$ cat src/rtl/rock_field_mgr.sv
// Asteroid slot manager: LFSR-driven spawning, per-frame motion with screen wrap, kills, pixel hits.
// Optional macro ROCK_ALLOC_ROUNDROBIN_EN selects round-robin slot allocation instead of lowest-index.
module rock_field_mgr #(
  parameter int          N_ROCKS      = 8,
  parameter int          SPAWN_PERIOD = 120,
  parameter logic [15:0] LFSR_SEED    = 16'h2121,
  parameter int          SCREEN_W     = 640,
  parameter int          SCREEN_H     = 480,
  parameter int          ROCK_SIZE    = 16
) (
  input  logic               clk60hz,
  input  logic               reset_n,
  input  logic               enable,
  input  logic [9:0]         px,
  input  logic [9:0]         py,
  input  logic [N_ROCKS-1:0] kill,
  output logic [N_ROCKS-1:0] pixel,
  output logic [N_ROCKS-1:0] in_use,
  output logic               spawn_drop,
  output logic [4:0]         alive_count
);

  localparam int          CW  = (SPAWN_PERIOD > 1) ? $clog2(SPAWN_PERIOD) : 1;
  localparam int          SW  = (N_ROCKS > 1) ? $clog2(N_ROCKS) : 1;
  localparam logic [10:0] W11 = 11'(SCREEN_W);
  localparam logic [10:0] H11 = 11'(SCREEN_H);
  localparam logic [10:0] S11 = 11'(ROCK_SIZE);

  typedef struct packed {
    logic [9:0] x;
    logic [9:0] y;
    logic [2:0] dx;  // two's complement velocity
    logic [2:0] dy;
  } rock_t;

  logic [15:0]        lfsr;
  logic [CW-1:0]      spawn_cnt;
  rock_t              rock [N_ROCKS];
  rock_t              new_rock;
  logic               attempt;
  logic               found;
  logic [SW-1:0]      alloc_idx;
  logic [N_ROCKS-1:0] alloc_mask;
  logic [N_ROCKS-1:0] in_use_d;
  logic [4:0]         alive_d;

  function automatic logic [9:0] wrap(input logic [9:0] v, input logic [2:0] d,
                                      input logic [10:0] m);
    logic signed [10:0] s;
    s = $signed({1'b0, v}) + $signed({{8{d[2]}}, d});
    if (s < 0)                   s = s + $signed(m);
    else if (s >= $signed(m))    s = s - $signed(m);
    return s[9:0];
  endfunction

  assign attempt = enable && (spawn_cnt == CW'(SPAWN_PERIOD - 1));

  // NOTE: every signal written in an always_comb gets a default first so no latch is inferred.
  always_comb begin
    new_rock    = '0;
    new_rock.x  = lfsr[9:0];
    if ({1'b0, lfsr[9:0]} >= W11) new_rock.x = lfsr[9:0] - W11[9:0];
    new_rock.y  = {1'b0, lfsr[8:0]};
    if ({2'b00, lfsr[8:0]} >= H11) new_rock.y = {1'b0, lfsr[8:0]} - H11[9:0];
    new_rock.dx = lfsr[12:10];
    new_rock.dy = lfsr[15:13];
    if (new_rock.dx == 3'd0 && new_rock.dy == 3'd0) new_rock.dx = 3'd1;
  end

`ifdef ROCK_ALLOC_ROUNDROBIN_EN
  logic [SW-1:0] last_alloc;

  always_comb begin
    int idx;
    idx       = 0;
    found     = 1'b0;
    alloc_idx = '0;
    for (int k = 0; k < N_ROCKS; k++) begin
      idx = (int'(last_alloc) + 1 + k) % N_ROCKS;
      if (!found && !in_use[idx]) begin
        found     = 1'b1;
        alloc_idx = SW'(idx);
      end
    end
  end

  always_ff @(posedge clk60hz or negedge reset_n) begin
    if (!reset_n)             last_alloc <= SW'(N_ROCKS - 1);
    else if (attempt && found) last_alloc <= alloc_idx;
  end
`else
  always_comb begin
    found     = 1'b0;
    alloc_idx = '0;
    for (int i = 0; i < N_ROCKS; i++) begin
      if (!found && !in_use[i]) begin
        found     = 1'b1;
        alloc_idx = SW'(i);
      end
    end
  end
`endif

  // Allocation reads pre-edge in_use, so a slot killed this edge is not reusable until the next attempt.
  always_comb begin
    alloc_mask = '0;
    if (attempt && found) alloc_mask[alloc_idx] = 1'b1;
    in_use_d = (in_use & ~kill) | alloc_mask;
    alive_d  = '0;
    for (int i = 0; i < N_ROCKS; i++) alive_d = alive_d + 5'(in_use_d[i]);
  end

  // NOTE: sequential state uses non-blocking assignments so every flop samples pre-edge values.
  always_ff @(posedge clk60hz or negedge reset_n) begin
    if (!reset_n) begin
      lfsr        <= LFSR_SEED;
      spawn_cnt   <= '0;
      in_use      <= '0;
      alive_count <= '0;
      spawn_drop  <= 1'b0;
    end else begin
      lfsr        <= {lfsr[14:0], lfsr[10] ^ lfsr[12] ^ lfsr[13] ^ lfsr[15]};
      in_use      <= in_use_d;
      alive_count <= alive_d;
      spawn_drop  <= attempt && !found;
      if (enable) spawn_cnt <= attempt ? '0 : spawn_cnt + CW'(1);
    end
  end

  // NOTE: slot registers are discrete flops, not RAM, so they take the reset like any other state.
  always_ff @(posedge clk60hz or negedge reset_n) begin
    if (!reset_n) begin
      for (int i = 0; i < N_ROCKS; i++) rock[i] <= '0;
    end else begin
      for (int i = 0; i < N_ROCKS; i++) begin
        if (alloc_mask[i]) begin
          rock[i] <= new_rock;
        end else if (enable && in_use[i] && !kill[i]) begin
          rock[i].x <= wrap(rock[i].x, rock[i].dx, W11);
          rock[i].y <= wrap(rock[i].y, rock[i].dy, H11);
        end
      end
    end
  end

  // Unwrapped box test: rocks straddling an edge are clipped rather than split.
  always_comb begin
    pixel = '0;
    for (int i = 0; i < N_ROCKS; i++) begin
      pixel[i] = in_use[i]
               && ({1'b0, px} >= {1'b0, rock[i].x}) && ({1'b0, px} < {1'b0, rock[i].x} + S11)
               && ({1'b0, py} >= {1'b0, rock[i].y}) && ({1'b0, py} < {1'b0, rock[i].y} + S11);
    end
  end

endmodule
$ cat config.mk
export PLATFORM = sky130hd
export DESIGN_NAME = rock_field_mgr
export DESIGN_NICKNAME = d
export VERILOG_FILES = /design/src/rtl/rock_field_mgr.sv
export SDC_FILE = /design/constraint.sdc
export NUM_CORES = 1
export LEC_CHECK = 0
export ABC_CLOCK_PERIOD_IN_PS = 4800
export CAP_MARGIN = 20
export CORE_ASPECT_RATIO = 1.1
export CORE_MARGIN = 2
export CORE_UTILIZATION = 54
export CTS_CLUSTER_SIZE = 12
export DETAILED_ROUTE_END_ITERATION = 10
export MAX_ROUTING_LAYER = met4
export PLACE_DENSITY = 0.77
export SLEW_MARGIN = 20
export SYNTH_ARGS = -nofsm -noshare
export SYNTH_HDL_FRONTEND = slang
export SYNTH_SLANG_ARGS = --single-unit
$ cat constraint.sdc
create_clock -name clk60hz -period 4.8 [get_ports clk60hz]
set_input_delay 0.96 -clock clk60hz [delete_from_list [all_inputs] [get_ports clk60hz]]
set_output_delay 0.96 -clock clk60hz [all_outputs]
set_load 0.02 [all_outputs]
==> metrics.md, run 1 <==
| Metric | Value |
|---|---|
| Core area | `about 51000 µm²` |
| Tot Pwr | `roughly 0.0057 W` |
| Vias/cell | `6.250` |
| Syn avg cell area | `just over 8 µm²` |
| Area Growth Syn to Fin | `10.10%` |
| EDFF count, synth | `0` |
| M1 GR Usage | `0.4143` |
| Port Buf Inserts | `between 50 and 60` |
| Pwr Density | `between 150 and 200 nW/µm²` |
| GR Util All Layers | `0.3182` |
| Xor/xnor share of the synthesized area | `0.06490` |
| FFs w/ async S/R, synth | `1.000` |
| Worst slew pin tran | `1.240 ns` |
| Mapped Nets | `3962` |
| Worst Skew | `approximately 0.013 ns` |
| Simple-gate share of the synthesized area | `0.1754` |
| Clock power share | `0.410` |
| CTS tree | `yes` |
| GRT met3 Usage | `0.04218` |
| Run status | `completed` |
| Drt pass-1 iters | `6` |
| Die footprint | `between 50000 and 60000 µm²` |
| Remaining antenna violation count | `0` |
| Int Power | `0.003994 W` |
| Buf+Inv Stages, Crit Path | `3` |
| Lkg Pwr | `14.02 nW` |
| Crit path capture type | `output pin` |
| Post-synthesis cell type count | `83` |
| First-pass GRT wire length | `roughly 130 mm` |
| Slew headroom | `0.1737` |
| Max stage delay on crit path | `between 0.4 and 0.5 ns` |
| Die Span Y | `around 240 µm` |
| WS Path Type | `input port to output pin` |
| Clk buf depth | `3` |
| Cells after Synth | `roughly 3400` |
| Post-layout util | `0.5995` |
| Antenna violations before repair | `4` |
| Worst skew pair latency | `about 0.58 ns` |
| CP arrival | `3.70 ns` |
| Largest net degree at the start of global routing | `103` |
| Switch share | `0.2976` |
| RD Place Congestion | `roughly 0.92` |
| Main combinational cell family by area after synthesis | `compound AO/OA/AOI/OAI gates` |
| Slowest CP cell | `clkdlybuf4s50_1` |
| Clk slew on worst S/H paths | `0.06 ns` |
| Post-Syn Area | `about 28000 µm²` |
| GRT busiest layer | `met2` |
| Sequential element share of the synthesized area | `0.2198` |
| Final min period | `~4.7 ns` |
| Mux cell area share after synthesis | `0.01260` |
| Synthesized flop and latch total | `244` |
| Initial DRC count | `roughly 2300` |
| DR DRC count | `0` |
| Total global routing overflow | `0` |
| Peak VDD IR | `around 0.25 mV` |
| DR WL/cell | `about 20 µm` |
| CP dominant cell by count | `o21a_1` |
| Startpoint Class | `input port` |
| Adder-Cell Fraction of Synth Area | `0.2300` |
| Final Hold Viols | `0` |
| Yosys Warn Count | `0` |
| Io pins | `53` |
| Compound-Gate Fraction of Synth Area | `0.2416` |
| Number of vias in the routed layout | `approximately 26000` |
| HP Class | `input port to asynchronous set/reset pin` |
| Top_reg_cell synth | `dfrtp_1` |
| Met2 usage | `0.4854` |
| P_sw | `0.001692 W` |
| Crit Path Max Fanout | `2` |
| Initial Util | `0.5445` |
| WP data required | `approximately 3.8 ns` |
| Dpl hpwl | `around 60 mm` |
| Worst-path cell chain | `clkdlybuf4s50_1 -> buf_4 -> ha_1 -> nor2b_1 -> o21a_1 -> o21ai_0 -> a21oi_1 -> o21a_1 -> o21a_1 -> o21ai_0 -> a211oi_1 -> nor4b_2 -> dlygate4sd1_1` |
| Period utilization | `0.9704` |
| Total Negative Setup Slacks | `0 ns` |
| CP delay by family, top | `compound AO/OA/AOI/OAI gates` |
| Combinational power share | `0.202` |
| Layout Nets | `between 4000 and 5000` |
| Routed WL | `between 80 and 90 mm` |
| Sequential share of power | `0.388` |
| CTS Sinks | `approximately 240` |
| # hold bufs at CTS | `0` |
| Pre-CTS WS | `-0.3587 ns` |
| CTS H-tree depth | `1` |
| Cell Rows | `87` |
| Num CTS Buffers | `28` |
| Max-Cap Viols | `0` |
| Vias in the first global route | `24690` |
| Fraction of layout instances using a drive strength above 1 | `0.05422` |
| Worst Setup Slack, final | `around 0.14 ns` |
| Slew Limit Fails | `0` |
| Max Clock Freq | `214.7 MHz` |
| Die W | `roughly 220 µm` |
| Root buffer cell | `clkbuf_16` |
| Setup-failing EPs final | `0` |
area by class of cell:
cell class | instances | area, µm²
Fill cell | 4484 | 20440
Timing Repair Buffer | 126 | 1275
Inverter | 323 | 1212
Clock buffer | 42 | 844.6
Sequential cell | 244 | 6111
Clock inverter | 9 | 128.9
Antenna cell | 3 | 7.507
Tap cell | 667 | 834.6
Multi-Input combinational cell | 2779 | 20190
what timing repair did:
| action | 4_1_cts | 5_1_grt |
|---|---|---|
| buffers inserted | 0 | 0 |
| pin swaps | 0 | 1 |
| gates resized for setup | 11 | 19 |
| setup endpoints to repair | 8 | 8 |
placed cells by master (no fill, tap or decap), types with 74 or more instances in the layout:
cell and instances:
ha_1 479, inv_1 323, nand2_1 273, a21oi_1 243, dfrtp_1 240, o21ai_0 234, nor2_1 222, xnor2_1 157
nand3_1 120, a31oi_1 95, nor3_1 93, a21o_1 74
path summary, 6_finish.rpt:
| kind | slack, ns | startpoint | depth (start not counted) | endpoint |
|---|---|---|---|---|
| worst max-delay path | 0.14 | py[1] | 13 | pixel[7] |
| worst min-delay path | 0.38 | reset_n | 1 | rock[206] |
| worst max register to register | 0.67 | in_use[5] | 14 | alive_count[2] |
| worst min register to register | 0.45 | lfsr[10] | 0 | lfsr[11] |
| max in group asynchronous | 3.31 | reset_n | 2 | rock[47] |
| min in group clk60hz | 0.45 | lfsr[10] | 0 | lfsr[11] |
registers in the layout, indices dropped and copies added, names as in the netlist:
signal and cells:
rock 208, lfsr 16, spawn_drop 1, spawn_cnt 7, in_use 8, alive_count 4
cell usage after synthesis (all sizes together) (13+ instances only):
cell type,count,area share
nor3b,13,0.0035
or2,16,0.0036
o31ai,23,0.0062
nand2,273,0.037
o31a,16,0.0050
a21o,74,0.020
o211ai,27,0.0073
o22ai,36,0.0083
and3,21,0.0047
a21oi,246,0.044
nor2b,61,0.014
fa,20,0.014
o21bai,16,0.0043
clkbuf,80,0.011
nand4,31,0.0070
o21ai,242,0.044
mux2i,17,0.0061
xnor2,157,0.049
inv,323,0.044
nor2,222,0.030
or3,21,0.0047
ha,479,0.22
a22oi,14,0.0038
nand3b,22,0.0059
o21a,65,0.018
nor3,94,0.017
a31oi,95,0.021
nor4,19,0.0043
nand2b,44,0.0099
mux2,16,0.0065
a211oi,49,0.013
nand3,120,0.022
xor2,49,0.015
dfrtp,240,0.22
per-layer routing:
layer,vias up,routed length [µm]
met5,-,0
met4,0,4549
met3,227,5728
met2,913,37000
met1,12430,35720
li1,12640,-
per-stage QoR:
stage	hold WS [ns]	cells	area [µm²]
5_1_grt	0.4617	4193	30610
4_1_cts	0.4243	4190	30600
3_5_place_dp	0.4110	4139	29630
2_1_floorplan	0.3519	3432	27800
3_3_place_gp	0.4038	4139	29630
6_report	0.3831	4193	30610
cells by family (layout without fill, tap and decap cells):
logic type,after synthesis,count (layout)
compound gates,1039,1039
simple gates,1001,1001
fa+ha+maj,499,499
buf+inv,409,500
flops,244,244
xor+xnor,206,206
mux,33,33
other cells,1,4
power by group through the flow:
stage	combinational, W	clock, W	sequential, W
CTS	0.00114	0.00234	0.00220
finish	0.00115	0.00233	0.00221
global route	0.00129	0.00242	0.00222
global placement	0.00110	0	0.00224
floorplan	0.000770	0	0.00222
detailed placement	0.00113	0	0.00224
(Power assumes the default switching activity.)
==> run 2, diff against run 1 <==
- CTS_BUF_LIST: not set -> sky130_fd_sc_hd__clkbuf_8
- GPL_ROUTABILITY_DRIVEN: not set -> 1
- GPL_TIMING_DRIVEN: not set -> 0
==> metrics.md, run 2 (synthesis gave the netlist of run 1 again) <==
| Metric | Value |
|---|---|
| Run status | `completed (unchanged)` |
| First-pass GRT wire length | `135.7 mm (was 131.4 mm)` |
| Slew Limit Fails | `0 (unchanged)` |
| Layout Nets | `4081 (was 4032)` |
| Peak VDD IR | `0.1751 mV (was 0.2525 mV)` |
| HP Class | `input port to asynchronous set/reset pin (unchanged)` |
| Worst-path cell chain | `clkdlybuf4s50_1 -> clkinvlp_4 -> buf_4 -> buf_4 -> ha_1 -> nand2b_1 -> a21o_1 -> a21o_1 -> a21o_1 -> a21o_1 -> a21o_1 -> a21oi_1 -> o21ai_0 -> nor4b_2 -> clkbuf_2 (was clkdlybuf4s50_1 -> buf_4 -> ha_1 -> nor2b_1 -> o21a_1 -> o21ai_0 -> a21oi_1 -> o21a_1 -> o21a_1 -> o21ai_0 -> a211oi_1 -> nor4b_2 -> dlygate4sd1_1)` |
| Port Buf Inserts | `51 (unchanged)` |
| Drt pass-1 iters | `5 (was 6)` |
| GR Util All Layers | `0.3304 (was 0.3182)` |
| DP Area | `29320 µm² (was 29630 µm²)` |
| Largest net degree at the start of global routing | `80 (was 103)` |
| Regs by FF count | `rock (208), lfsr (16), in_use (8) (unchanged)` |
| WS Path Type | `input port to output pin (unchanged)` |
| Max Clock Freq | `210.2 MHz (was 214.7 MHz)` |
| Clock power share | `0.410 (about the same)` |
| Core area | `51050 µm² (unchanged)` |
| Area Growth Syn to Fin | `9.533% (was 10.10%)` |
| Crit path capture type | `output pin (unchanged)` |
| Max-Cap Viols | `0 (unchanged)` |
| Slew headroom | `0.1457 (was 0.1737)` |
| Max stage delay on crit path | `0.51 ns (was 0.48 ns)` |
| Io pins | `53 (unchanged)` |
| Remaining antenna violation count | `0 (unchanged)` |
| Worst Skew | `0.03557 ns (was 0.01274 ns)` |
| Period utilization | `0.9912 (was 0.9704)` |
| Startpoint Class | `input port (unchanged)` |
| Fraction of layout instances using a drive strength above 1 | `0.05835 (was 0.05422)` |
| WP data required | `3.84 ns (about the same)` |
| Setup-failing EPs final | `0 (unchanged)` |
| Initial Util | `0.5445 (unchanged)` |
| Sequential share of power | `0.392 (was 0.388)` |
| Commonest non-fill, non-tap cells in the layout | `ha_1 (479), inv_1 (325), nand2_1 (273), a21oi_1 (243), dfrtp_1 (239) (was ha_1 (479), inv_1 (323), nand2_1 (273), a21oi_1 (243), dfrtp_1 (240))` |
| Max FFs per register | `208 (unchanged)` |
| Combinational power share | `0.198 (was 0.202)` |
| Total global routing overflow | `0 (unchanged)` |
| CP arrival | `3.80 ns (was 3.70 ns)` |
| FF-to-FF setup slack | `0.22 ns (was 0.67 ns)` |
| Worst slew pin tran | `1.281 ns (was 1.240 ns)` |
| CTS H-tree depth | `2 (was 1)` |
| Lkg Pwr | `13.94 nW (was 14.02 nW)` |
| Root buffer cell | `clkbuf_8 (was clkbuf_16)` |
| Worst skew pair latency | `0.62 ns (was 0.58 ns)` |
| Met2 WL post-DR | `38.42 mm (was 37.00 mm)` |
| Largest register by flop count | `rock (unchanged)` |
| Num CTS Buffers | `46 (was 28)` |
| Design Area, Final | `30450 µm² (was 30610 µm²)` |
| Int Power | `0.003878 W (was 0.003994 W)` |
| Die W | `220.3 µm (unchanged)` |
| Most common cell after layout, fill and taps aside | `ha_1 (unchanged)` |
| CP dominant cell by count | `a21o_1 (was o21a_1)` |
| Total Negative Setup Slacks | `0 ns (unchanged)` |
| Top layer in use | `met4 (unchanged)` |
| Die footprint | `53310 µm² (unchanged)` |
| Routed WL | `86.04 mm (was 83.00 mm)` |
| Post-layout util | `0.5964 (was 0.5995)` |
| RSZ-0062 raised after global routing | `yes` |
| Switch share | `0.3133 (was 0.2976)` |
| Crit Path Max Fanout | `4 (was 2)` |
| Vias/cell | `6.275 (was 6.250)` |
| Filler cell count | `4513 (was 4484)` |
| Routed length on met3 | `6.651 mm (was 5.728 mm)` |
| R2R cell count | `14 (unchanged)` |
| Dpl hpwl | `61.87 mm (was 59.19 mm)` |
| Initial DRC count | `2270 (was 2309)` |
| Pwr Density | `185.5 nW/µm² (was 185.8 nW/µm²)` |
| Clk buf depth | `3 (unchanged)` |
| Die Span Y | `242.0 µm (unchanged)` |
| M1 WL | `36.03 mm (was 35.72 mm)` |
| Clk slew on worst S/H paths | `0.06 ns (about the same)` |
| CTS Sinks | `244 (unchanged)` |
| P_sw | `0.001769 W (was 0.001692 W)` |
| # hold bufs at CTS | `0 (unchanged)` |
| Antenna violations before repair | `3 (was 4)` |
| Slowest CP cell | `clkdlybuf4s50_1 (unchanged)` |
| Number of vias in the routed layout | `26680 (was 26210)` |
| Worst r2r src | `in_use[4] (was in_use[5])` |
| Vias in the first global route | `25230 (was 24690)` |
| Cell Rows | `87 (unchanged)` |
| Final min period | `4.758 ns (was 4.658 ns)` |
| DR DRC count | `0 (unchanged)` |
| Final Hold Viols | `0 (unchanged)` |
| RD Place Congestion | `0.9482 (was 0.9239)` |
| DR WL/cell | `20.24 µm (was 19.79 µm)` |
| FF-to-FF End | `alive_count[2] (unchanged)` |
| CTS tree | `yes (unchanged)` |
## run 2: cell count changes in the layout (fill, tap and decap cells not counted), sizes merged, moves of 2 or more
cell,delta
clkbuf,+91
buf,-29
clkdlybuf4s50,-19
clkinv,+7
clkinvlp,+4
clkdlybuf4s15,+2
## run 2: worst max-delay path by stage
stage / from / to / cells after the start
6_report: px[0] / pixel[4] / 15
5_1_grt: px[0] / pixel[4] / 15
4_1_cts: px[0] / pixel[4] / 14
3_5_place_dp: enable / alive_count[2] / 17
3_3_place_gp: reset_n / rock[14] / 1
2_1_floorplan: enable / alive_count[2] / 16
## run 2: what timing repair did
| item | in CTS | in global routing |
|---|---|---|
| resized for setup | 57 | 21 |
| setup endpoints to repair | 12 | 10 |
| setup buffers | 7 | 5 |
| pin swaps | 1 | 1 |
## run 2: layout make-up
type / count / area, µm² / area share
Tap cell: 667 / 834.6 / 0.02741
Clock buffer: 57 / 784.5 / 0.02576
Timing Repair Buffer: 73 / 685.7 / 0.02252
Sequential cell: 244 / 6112 / 0.2007
Clock inverter: 22 / 212.7 / 0.006986
Inverter: 323 / 1220 / 0.04006
Antenna cell: 2 / 5.005 / 0.0001644
Multi-Input combinational cell: 2779 / 20260 / 0.6653
Buffer: 84 / 336.6 / 0.01105
## run 2: worst max-delay path: cells and delay by family
family                   cells  cell delay, ns
AO/OA/AOI/OAI                7            1.14
adder cells (fa/ha/maj)      1            0.28
AND/OR/NAND/NOR              2            0.33
buffers and inverters        5            1.09
## run 2: per-stage QoR
| stage | cells | worst slack, ns | total power, W | hold slack [ns] |
|---|---|---|---|---|
| floorplan | 3432 | 0.04446 | 0.002987 | 0.3519 |
| global placement | 4150 | -8.346 | 0.003300 | 0.3532 |
| detailed placement | 4160 | -1.776 | 0.003337 | 0.3588 |
| CTS | 4245 | 0.009621 | 0.005625 | 0.2048 |
| global route | 4251 | -0.05000 | 0.005879 | 0.2269 |
| finish | 4251 | 0.04208 | 0.005647 | 0.2017 |
## run 2: power by group through the flow
stage / Sequential (W) / Clock (W) / Combinational [W]
2_1_floorplan: 0.00222 / 0 / 0.000770
3_3_place_gp: 0.00224 / 0 / 0.00106
3_5_place_dp: 0.00224 / 0 / 0.00109
4_1_cts: 0.00221 / 0.00231 / 0.00111
5_1_grt: 0.00222 / 0.00239 / 0.00127
6_report: 0.00221 / 0.00231 / 0.00112
## run 2: per-layer routing
metal | GRT usage | vias to the layer above
li1 | - | 12750
met2 | 0.5091 | 1001
met5 | - | -
met3 | 0.04871 | 254
met4 | 0.1664 | 0
met1 | 0.4206 | 12670
